**src/rtl/ex_wb_pipe.sv**
```systemverilog
// ex_wb_pipe: back half of the RV32I pipeline.
//   Holds the EX/MEM and MEM/WB pipeline registers and sequences the
//   data-memory load handshake. Also flags load-use hazards for ID and
//   counts memory wait cycles.
//
// Ports
//   clk, reset            pipeline clock, synchronous active-high reset
//   ex_valid/rd/regwrite/memread/result   instruction leaving EX
//   id_rs1, id_rs2        source registers of the instruction in ID
//   mem_rdata, mem_ready  load data / completion from data memory
//   mem_req, mem_addr     load pending in EX/MEM and its address
//   EXMEMrd, EXMEM_RegWrite, EXMEM_result   EX/MEM forwarding view
//   MEMWBrd, MEMWB_RegWrite, MEMWB_data     register-bank write port
//   mem_hold              EX/MEM frozen, upstream must hold EX inputs
//   load_use_stall        ID stalls and injects a bubble into EX
//   wait_count            saturating count of mem_hold cycles
//
// MEM-stage FSM
//   state  | meaning
//   S_RUN  | no outstanding load wait; EX/MEM advances unless a load misses
//   S_WAIT | load in EX/MEM waiting on mem_ready; pipeline frozen
module ex_wb_pipe #(
  parameter int XLEN = 32
) (
  input  logic            clk,
  input  logic            reset,
  input  logic            ex_valid,
  input  logic [4:0]      ex_rd,
  input  logic            ex_regwrite,
  input  logic            ex_memread,
  input  logic [XLEN-1:0] ex_result,
  input  logic [4:0]      id_rs1,
  input  logic [4:0]      id_rs2,
  input  logic [XLEN-1:0] mem_rdata,
  input  logic            mem_ready,
  output logic            mem_req,
  output logic [XLEN-1:0] mem_addr,
  output logic [4:0]      EXMEMrd,
  output logic            EXMEM_RegWrite,
  output logic [XLEN-1:0] EXMEM_result,
  output logic [4:0]      MEMWBrd,
  output logic            MEMWB_RegWrite,
  output logic [XLEN-1:0] MEMWB_data,
  output logic            mem_hold,
  output logic            load_use_stall,
  output logic [7:0]      wait_count
);

  typedef enum logic {S_RUN, S_WAIT} state_t;

  state_t state;
  logic   exmem_valid;
  logic   exmem_memread;

  assign mem_req  = exmem_valid & exmem_memread;
  assign mem_addr = EXMEM_result;
  assign mem_hold = ((state == S_RUN)  & mem_req & ~mem_ready) |
                    ((state == S_WAIT) & ~mem_ready);

  // Combinational so ID sees the hazard in the same cycle the load sits in EX.
  assign load_use_stall = ex_valid & ex_memread & ex_regwrite & (ex_rd != 5'd0) &
                          ((ex_rd == id_rs1) | (ex_rd == id_rs2));

  always_ff @(posedge clk) begin
    if (reset) begin
      state <= S_RUN;
    end else begin
      case (state)
        S_RUN:   if (mem_req & ~mem_ready) state <= S_WAIT;
        S_WAIT:  if (mem_ready) state <= S_RUN;
        default: state <= S_RUN;
      endcase
    end
  end

  // EX/MEM: rd and RegWrite are cleaned on capture so forwarding can
  // trust them without re-checking valid or rd == x0.
  always_ff @(posedge clk) begin
    if (reset) begin
      exmem_valid    <= 1'b0;
      exmem_memread  <= 1'b0;
      EXMEMrd        <= 5'd0;
      EXMEM_RegWrite <= 1'b0;
      EXMEM_result   <= '0;
    end else if (!mem_hold) begin
      exmem_valid    <= ex_valid;
      exmem_memread  <= ex_valid & ex_memread;
      EXMEMrd        <= ex_valid ? ex_rd : 5'd0;
      EXMEM_RegWrite <= ex_valid & ex_regwrite & (ex_rd != 5'd0);
      EXMEM_result   <= ex_result;
    end
  end

  // MEM/WB: a held cycle produces a bubble but keeps the last data value.
  always_ff @(posedge clk) begin
    if (reset) begin
      MEMWBrd        <= 5'd0;
      MEMWB_RegWrite <= 1'b0;
      MEMWB_data     <= '0;
    end else if (mem_hold) begin
      MEMWBrd        <= 5'd0;
      MEMWB_RegWrite <= 1'b0;
    end else begin
      MEMWBrd        <= EXMEMrd;
      MEMWB_RegWrite <= EXMEM_RegWrite;
      MEMWB_data     <= mem_req ? mem_rdata : EXMEM_result;
    end
  end

  always_ff @(posedge clk) begin
    if (reset) begin
      wait_count <= 8'd0;
    end else if (mem_hold && wait_count != 8'hFF) begin
      wait_count <= wait_count + 8'd1;
    end
  end

endmodule

```
**config.mk**
```make
export PLATFORM = sky130hd
export DESIGN_NAME = ex_wb_pipe
export DESIGN_NICKNAME = d
export VERILOG_FILES = /design/src/rtl/ex_wb_pipe.sv
export SDC_FILE = /design/constraint.sdc
export NUM_CORES = 1
export LEC_CHECK = 0
export ABC_AREA = 1
export CORE_MARGIN = 2
export CORE_UTILIZATION = 42
export CTS_CLUSTER_SIZE = 14
export DETAILED_ROUTE_END_ITERATION = 10
export HOLD_SLACK_MARGIN = 0.05
export PLACE_DENSITY = 0.91
export SYNTH_ARGS = -nofsm -noshare
export SYNTH_HDL_FRONTEND = slang
export SYNTH_SLANG_ARGS = --single-unit
```
**constraint.sdc**
```tcl
create_clock -name clk -period 2.85 [get_ports clk]
set_input_delay 0.285 -clock clk [delete_from_list [all_inputs] [get_ports clk]]
set_output_delay 0.285 -clock clk [all_outputs]
set_load 0.05 [all_outputs]
```
# After elaboration in Yosys (flattened, before gate mapping)
# Cells that the tools add are included.
[totals]
regBits = 87
in_bits = 85
out_inout_bits = 119
wordCells = 37
[op_classes]
n_addsub = 1
n_eq_ne = 3
mux = 5
bitwise = 15
reduce_logical = 3
[ops]
columns = ["op", "count"]
rows = [
  ["$mux 32", 1],
  ["$and 1x1->1", 11],
  ["$eq 5x5->1", 2],
  ["$add 8x1->8 const B", 1],
  ["$ne 8x8->1 const B", 1],
  ["$mux 5", 1],
  ["$reduce_bool 5->1", 1],
  ["$mux 1", 2],
  ["$not 1->1", 2],
  ["$or 1x1->1", 2],
  ["$pmux 1 s2", 1],
  ["$reduce_or 2->1", 1],
  ["$logic_and 1x1->1", 1],
]

# Depth between registers and ports, before layout
# Gate-level depths: netlist of the first run.
[depth]
word_depth = 5
ltp_mapped = 8

# Worst setup path before layout of the first run
# OpenSTA, ideal clock, no wires.
[synth_timing]
kind = "input port to output port"
from = "in ex_rd[4]"
to = "out load_use_stall"
arrival_time_ns = 1.373
slack_ns = 1.192
path_stages = 6
path_cell_list = "inv_1 -> nand2_1 -> nand2_1 -> nor2_1 -> nand3_1 -> a21oi_1"
[synth_via]
elab_chain_cells = 3
word_cells_on_any_way = 6
cone_classes = "2 x eq/ne; 3 x bitwise; 1 x reduce/logical"
[synth_rtl]
columns = ["element", "line_no", "source"]
rows = [
  ["start: declaration", "28", "input logic [4:0] ex_rd,"],
  ["$eq 5x5->1 / $reduce_bool 5->1 (equally long branches)", "62, 61", ""],
  ["$or 1x1->1 / $and 1x1->1 (equally long branches)", "62, 61", ""],
  ["$and 1x1->1 (*)", "61", "assign load_use_stall = ex_valid & ex_memread & ex_regwrite & (ex_rd != 5'd0) &"],
  ["end: declaration", "45", "output logic load_use_stall,"],
]
# Mark *: on every way between the ends. The rest lies on a longest branch, timed or not.

# Final worst setup path of the first run
[layout_timing]
from = "in ex_rd[2]"
to = "out load_use_stall"
# Same word-level chain as after synthesis.

==> metrics.cfg, run 1 <==
[logic_synthesis]
syn_area_um2 = 3730
netlist_top_cells_area = dfxtp_1, nand2_1, nor2_1, buf_4, o31ai_1
ys_types = 24
synth_top_area_frac = 0.467
synth_warnings = 0
synthCells = 505
synth-seq-cells = 87
synth_seq_area_share = 0.467
syn_area_per_cell_um2 = 7.38
syn_nets = 591
synth.largest_area_cell = dfxtp_1

[drt]
wl_met1_um = 4170
routed_via_density = 4.91
wl_met3_um = 976
vias = 3850
route.detailed.drc = 0
met2WireLength_um = 5550
drtAntennaViolNets = 0
highest_layer = met4
dr.pass1.iters = 5
wl_per_cell_um = 13.9
drt-total-wl_um = 10900
drt_iter0_drc = 130

[clock_tree]
tritoncts = done
clk_latency_ns = 0.34
htree_levels = 3
cts_sinks = 87
cts.clk_slew.worst_paths_ns = 0.09
ctsRootBufferMaster = clkbuf_8
cts_made_buffers = 9
cts_resized = 0
cts_max_path_buffers = 2
cts_hold_buf = 0
post_cts_buffers = 0

[placement]
placedCellCount = 769
routabilityCongestion = 0.822
place_hpwl_um = 8290
portBuffers = 203

[global_route]
grt_pass1_wl_um = 17700
track_usage = 0.224
grt_max_degree = 40
antenna_found_initial = 0
grt_overflow = 0
grt_pass1_vias = 3775

[setup_path]
startpoint_type = input pin
path_max_fanout = 4
path_class = input pin to output port
cp-end-kind = output port
critPathMaxStageDelay_ns = 0.81
cp_cell_sequence = clkdlybuf4s50_1, inv_1, nand2_1, nand2_1, nor2_1, nand3_1, a21oi_1, clkdlybuf4s50_1
required_ns = 2.57
cpMaxStageDelayCell = clkdlybuf4s50_1
cp.arrival_ns = 2.18

[cells_and_area]
drive_above_1_share = 0.0429
stdcell_count = 784
fin_nets = 758
diodes = 0
n_fill_cell = 768
area_delta_synth_final_pct = 55.3

[sta]
slew_violations = 0
rsz0062_at_grt = no
tightestPinTransition_ns = 0.613
period_needed_ns = 2.46
max_slew_margin = 0.591
fin_crit_sh = 0.865
setup_viol = 0
fmax_mhz = 406
fin_skew_ns = 0.0149
tns_ns = 0
hold_viol = 0

[power_and_ir_drop]
vdd_drop_max_uv = 310
p_per_area_nw_per_um2 = 506
total_power_mw = 2.93
leakage_nw = 2.44

[die]
rows = 34
initial_core_util = 0.430
die_area_um2 = 9650
core_area_um2 = 8680
die_h_um = 98.2
die_width_um = 98.2
io-pin-count = 204

[outcome]
status = finished, final reports clean

[job]
cap_violations = 0

[hold_path]
hold_path.class = register to register

-- synthesized netlist by cell type --
cell type	n
a21oi_4	1
xnor2_1	2
ha_1	1
o22ai_1	6
o21ai_0	3
clkbuf_1	3
nand2_4	1
a21oi_1	6
nand2_2	3
o21bai_1	1
inv_1	29
nand4_1	3
xor2_1	2
nand3_1	9
o31ai_2	3
buf_6	5
o31ai_1	29
inv_2	2
buf_4	33
buf_2	11
or2_2	1
nand2_1	173
nor2_1	91
dfxtp_1	87
-- worst max-delay path, delay by kind of cell --
family,cells,cell delay (ns)
buf+inv,3,1.43
simple gates,4,0.33
compound gates,1,0.13
-- worst paths after layout --
kind / from / endpoint / slack (ns) / depth (start not counted)
max: ex_rd[2] / load_use_stall / 0.39 / 8
min: EXMEMrd[3]$_SDFFE_PP0N_ / MEMWBrd[3]$_SDFF_PP0_ / 0.45 / 2
max reg2reg: exmem_valid$_SDFFE_PP0N_ / EXMEMrd[4]$_SDFFE_PP0N_ / 0.70 / 8
min reg2reg: EXMEMrd[3]$_SDFFE_PP0N_ / MEMWBrd[3]$_SDFF_PP0_ / 0.45 / 2
-- metrics by stage --
stage / area, um2 / worst slack, ns / utilization / hold WS [ns]
finish: 5790 / 0.386 / 0.667 / 0.447
global route: 5790 / 0.281 / 0.667 / 0.479
CTS: 5790 / 0.386 / 0.667 / 0.448
detailed placement: 5590 / 0.401 / 0.644 / 0.443
global placement: 5590 / 0.440 / 0.644 / 0.438
floorplan: 3730 / 1.19 / - / 0.354
-- cells in the final DEF, fill, tap and decap left out, types with 2 or more instances in the layout --
| master | Yosys | layout |
|---|---|---|
| a21oi_1 | 6 | 6 |
| o21ai_0 | 3 | 3 |
| o22ai_1 | 6 | 6 |
| nand3_1 | 9 | 9 |
| inv_2 | 2 | 2 |
| buf_4 | 33 | 4 |
| nand2_2 | 3 | 3 |
| o31ai_2 | 3 | 3 |
| xor2_1 | 2 | 2 |
| clkbuf_8 | 0 | 9 |
| buf_12 | 0 | 2 |
| nand2_1 | 173 | 173 |
| dfxtp_1 | 87 | 87 |
| xnor2_1 | 2 | 2 |
| nand4_1 | 3 | 3 |
| clkdlybuf4s50_1 | 0 | 202 |
| clkbuf_1 | 3 | 3 |
| inv_1 | 29 | 29 |
| bufinv_16 | 0 | 2 |
| nor2_1 | 91 | 91 |
| o31ai_1 | 29 | 29 |
-- cell type report --
| type | instances | area, um2 | share of cell area |
|---|---|---|---|
| Inverter | 31 | 116 | 0.0201 |
| Clock inverter | 3 | 68.8 | 0.0119 |
| Sequential cell | 87 | 1740 | 0.301 |
| Clock buffer | 12 | 135 | 0.0233 |
| Timing Repair Buffer | 208 | 2090 | 0.361 |
| Tap cell | 108 | 135 | 0.0233 |
| Multi-Input combinational cell | 335 | 1500 | 0.259 |
-- metal layers --
metal	vias to the layer above	global-route usage
li1	1895	-
met1	1775	0.240
met2	160	0.405
met3	20	0.0730
met4	0	0.0948
met5	-	0
-- flip-flops by register name, indices dropped and copies added, names as in the netlist --
register        cells
exmem_valid         1
MEMWBrd             5
EXMEMrd             5
MEMWB_data         32
EXMEM_result       32
state               1
MEMWB_RegWrite      1
wait_count          8
exmem_memread       1
EXMEM_RegWrite      1
-- kinds of logic (layout without fill, tap and decap cells) --
| family | Yosys count | count (layout) | synth area share |
|---|---|---|---|
| AO/OA/AOI/OAI | 49 | 49 | 0.0970 |
| XOR/XNOR | 4 | 4 | 0.00940 |
| adder cells (fa/ha/maj) | 1 | 1 | 0.00336 |
| buffers and inverters | 83 | 254 | 0.131 |
| flip-flops | 87 | 87 | 0.467 |
| AND/OR/NAND/NOR | 281 | 281 | 0.293 |
-- report_power, final --
| group | internal [mW] | total, mW | switching, mW |
|---|---|---|---|
| Clock | 0.493 | 0.897 | 0.404 |
| Combinational | 0.279 | 0.713 | 0.434 |
| Sequential | 1.27 | 1.32 | 0.0459 |
(Power assumes the default switching activity.)
==> run 2, diff against run 1 <==
- HOLD_SLACK_MARGIN: 0.05 -> 0.03
==> results of run 2 <==
No change in the layout: final DEF, timing and power equal those of run 1.
==> run 3, diff against run 2 <==
- ABC_AREA: 1 -> unset
- CORE_ASPECT_RATIO: unset -> 0.5
- CORE_UTILIZATION: 42 -> 43
==> run 3 against run 2 <==
Compared with the run above:
- total power up 6.1%
- worst hold slack worse by 0.19 ns
- die area up 3.3%
- combinational power up 2%
- critical path depth down 3
- final area up 4.2%
- cell count down 5.4%
- fmax down 6.1%
==> metrics.cfg, run 3 <==
[power_and_ir_drop]
power_switching_share = 0.299  ; was 0.302
vdd_drop_max_uv = 377  ; was 310 uV
total_power_mw = 3.11  ; was 2.93 mW
internal_power_mw = 2.18  ; was 2.05 mW
clkPwrFrac = 0.342  ; was 0.306
seqPwrFrac = 0.425  ; was 0.451
power_switching_mw = 0.931  ; was 0.884 mW
leakage_nw = 2.27  ; was 2.44 nW
p_per_area_nw_per_um2 = 515  ; was 506 nW/um2
comb_power_share = 0.233  ; was 0.243

[global_route]
grt_pass1_wl_um = 18100  ; was 17700 um
grt_max_degree = 107  ; was 40
grt_pass1_vias = 3691  ; was 3775
antenna_found_initial = 0  ; unchanged
grt_overflow = 0  ; unchanged
track_usage = 0.226  ; was 0.224

[cells_and_area]
n_fill_cell = 719  ; was 768
final_cell_mix = clkdlybuf4s50_1, nand2_1, dfxtp_1  ; was clkdlybuf4s50_1, nand2_1, nor2_1
area_delta_synth_final_pct = 53.5  ; was 55.3%
drive_above_1_share = 0.0928  ; was 0.0429
fin_nets = 706  ; was 758
stdcell_count = 742  ; was 784
diodes = 0  ; unchanged
final_common_cell = clkdlybuf4s50_1  ; unchanged
reg_top3 = EXMEM_result (32), MEMWB_data (32), wait_count (8)  ; unchanged

[clock_tree]
post_cts_buffers = 0  ; unchanged
cts_resized = 0  ; unchanged
cts_hold_buf = 0  ; unchanged
ctsRootBufferMaster = clkbuf_16  ; was clkbuf_8
tritoncts = done  ; unchanged
htree_levels = 3  ; unchanged
cts_max_path_buffers = 2  ; unchanged
cts.clk_slew.worst_paths_ns = 0.06  ; was 0.09 ns
clk_latency_ns = 0.33  ; was 0.34 ns
cts_sinks = 87  ; unchanged
cts_made_buffers = 9  ; unchanged

[logic_synthesis]
synth_compound_gate_area_share = 0.193  ; was 0.0970
synthAdderAreaFrac = 0.00318  ; was 0.00336
syn_nets = 552  ; was 591
synth_warnings = 0  ; unchanged
yosysMostFrequentCell = nand2_1  ; unchanged
synth-xor-area-share = 0.0245  ; was 0.00940
ys.flop_type = dfxtp_1  ; unchanged
async_reset_ff_frac = 0  ; unchanged
synth_seq_area_share = 0.443  ; was 0.467
netlist_top_cells_area = dfxtp_1, nand2_1, a311oi_2, buf_4, a21oi_1  ; was dfxtp_1, nand2_1, nor2_1, buf_4, o31ai_1
synthMuxAreaShare = 0.00796  ; was 0
synth_top_family_by_area = simple AND/OR/NAND/NOR gates  ; unchanged
synth-edff-count = 0  ; unchanged
synth-seq-cells = 87  ; unchanged
synth.largest_area_cell = dfxtp_1  ; unchanged
synthCells = 466  ; was 505
synth_top_area_frac = 0.443  ; was 0.467
syn_area_per_cell_um2 = 8.43  ; was 7.38 um2
synth_simple_gate_area_frac = 0.218  ; was 0.293
ys_types = 34  ; was 24
synth.top_cells.by_count = nand2_1, dfxtp_1, a21oi_1  ; was nand2_1, nor2_1, dfxtp_1
syn_area_um2 = 3930  ; was 3730 um2

[die]
core_area_um2 = 8800  ; was 8680 um2
die_area_um2 = 9960  ; was 9650 um2
rows = 24  ; was 34
die_width_um = 139  ; was 98.2 um
die_h_um = 71.6  ; was 98.2 um
io-pin-count = 204  ; unchanged
initial_core_util = 0.447  ; was 0.430

[outcome]
status = finished, final reports clean  ; unchanged

[sta]
setup_viol = 0  ; unchanged
fin_crit_sh = 0.921  ; was 0.865
max_slew_margin = 0.565  ; was 0.591
tightestPinTransition_ns = 0.651  ; was 0.613 ns
fmax_mhz = 381  ; was 406 MHz
rsz0062_at_grt = no  ; unchanged
period_needed_ns = 2.63  ; was 2.46 ns
fin_skew_ns = 0.00565  ; was 0.0149 ns
whs_ns = 0.261  ; was 0.447 ns
slew_violations = 0  ; unchanged
hold_viol = 0  ; unchanged
tns_ns = 0  ; unchanged

[placement]
placedCellCount = 726  ; was 769
place_hpwl_um = 8150  ; was 8290 um
routabilityCongestion = 0.837  ; was 0.822
portBuffers = 203  ; unchanged

[setup_path]
startpoint_type = input pin  ; unchanged
path_max_fanout = 4  ; unchanged
cp-end-kind = output port  ; unchanged
required_ns = 2.57  ; about the same
path_class = input pin to output port  ; unchanged
cp.arrival_ns = 2.34  ; was 2.18 ns

[drt]
route.detailed.drc = 0  ; unchanged
dr.pass1.iters = 4  ; was 5
drt_iter0_drc = 237  ; was 130
drtAntennaViolNets = 0  ; unchanged
drt-total-wl_um = 11300  ; was 10900 um
vias = 3713  ; was 3850
wl_per_cell_um = 15.2  ; was 13.9 um
routed_via_density = 5.00  ; was 4.91

[hold_path]
hold_path.class = input pin to register  ; was register to register

[job]
cap_violations = 0  ; unchanged

[run 3: changes by cell type after synthesis, moves of 4 or more]
cell / delta
nor2_1: -50
a21oi_1: +36
nand2_1: -33
o31ai_1: -29
a311oi_2: +28
inv_1: -28
clkbuf_1: +12
a311oi_1: +6
and2_1: +6
o22ai_1: -6
nor3_1: +4
xor2_1: +4
[run 3: final timing paths]
check        slack [ns]                        start                            end  cells past startpoint
max reg2reg        1.08     exmem_valid$_SDFFE_PP0N_  EXMEM_result[29]$_SDFFE_PP0N_                      6
min reg2reg        0.47  EXMEM_RegWrite$_SDFFE_PP0N_    EXMEM_RegWrite$_SDFFE_PP0N_                      2
min                0.26                        reset     wait_count[2]$_SDFFE_PP0P_                      2
max                0.22                     ex_rd[2]                 load_use_stall                      5
[run 3: per-stage QoR]
stage,util,instance area [um2],setup slack (ns)
global placement,0.654,5760,0.278
floorplan,-,3930,1.07
CTS,0.686,6030,0.229
detailed placement,0.654,5760,0.232
global route,0.686,6030,0.180
finish,0.686,6030,0.224
[run 3: cell type report]
class                   instances  area [um2]  share of cell area
clock inverters                 5        33.8             0.00560
clock buffers                  11         243              0.0402
inverters                       3        11.3             0.00187
repair buffers                208        2100               0.348
flip-flops and latches         87        1740               0.289
multi-input cells             311        1760               0.291
well taps                     117         146              0.0243
[run 3: power by group through the flow]
stage,Clock [mW],Combinational (mW),Sequential [mW]
3_3_place_gp,0,0.717,1.34
3_5_place_dp,0,0.726,1.35
4_1_cts,1.09,0.730,1.32
6_report,1.06,0.726,1.32
2_1_floorplan,0,0.256,1.54
5_1_grt,1.14,0.755,1.33
[run 3: layer usage]
| layer | global-route usage | routed length, um | up-vias |
|---|---|---|---|
| met5 | 0 | 0 | - |
| met4 | 0.0797 | 180 | 0 |
| met3 | 0.0428 | 480 | 17 |
| met2 | 0.433 | 6220 | 119 |
| met1 | 0.256 | 4410 | 1733 |
| li1 | - | - | 1844 |
[run 3: logic make-up (layout without fill, tap and decap cells)]
family,Yosys count,count (layout)
and+or+nand+nor,211,211
DFF,87,87
AOI/OAI and AO/OA,85,85
buffers and inverters,68,227
xor gates and xnor gates,11,11
muxes,3,3
adders and majority gates,1,1
[run 3: critical path, cell delays in order]
cell and delay (ns):
clkdlybuf4s50_1 0.49, or4_1 0.58, o2111ai_1 0.21, a21oi_1 0.06, clkdlybuf4s50_1 0.70
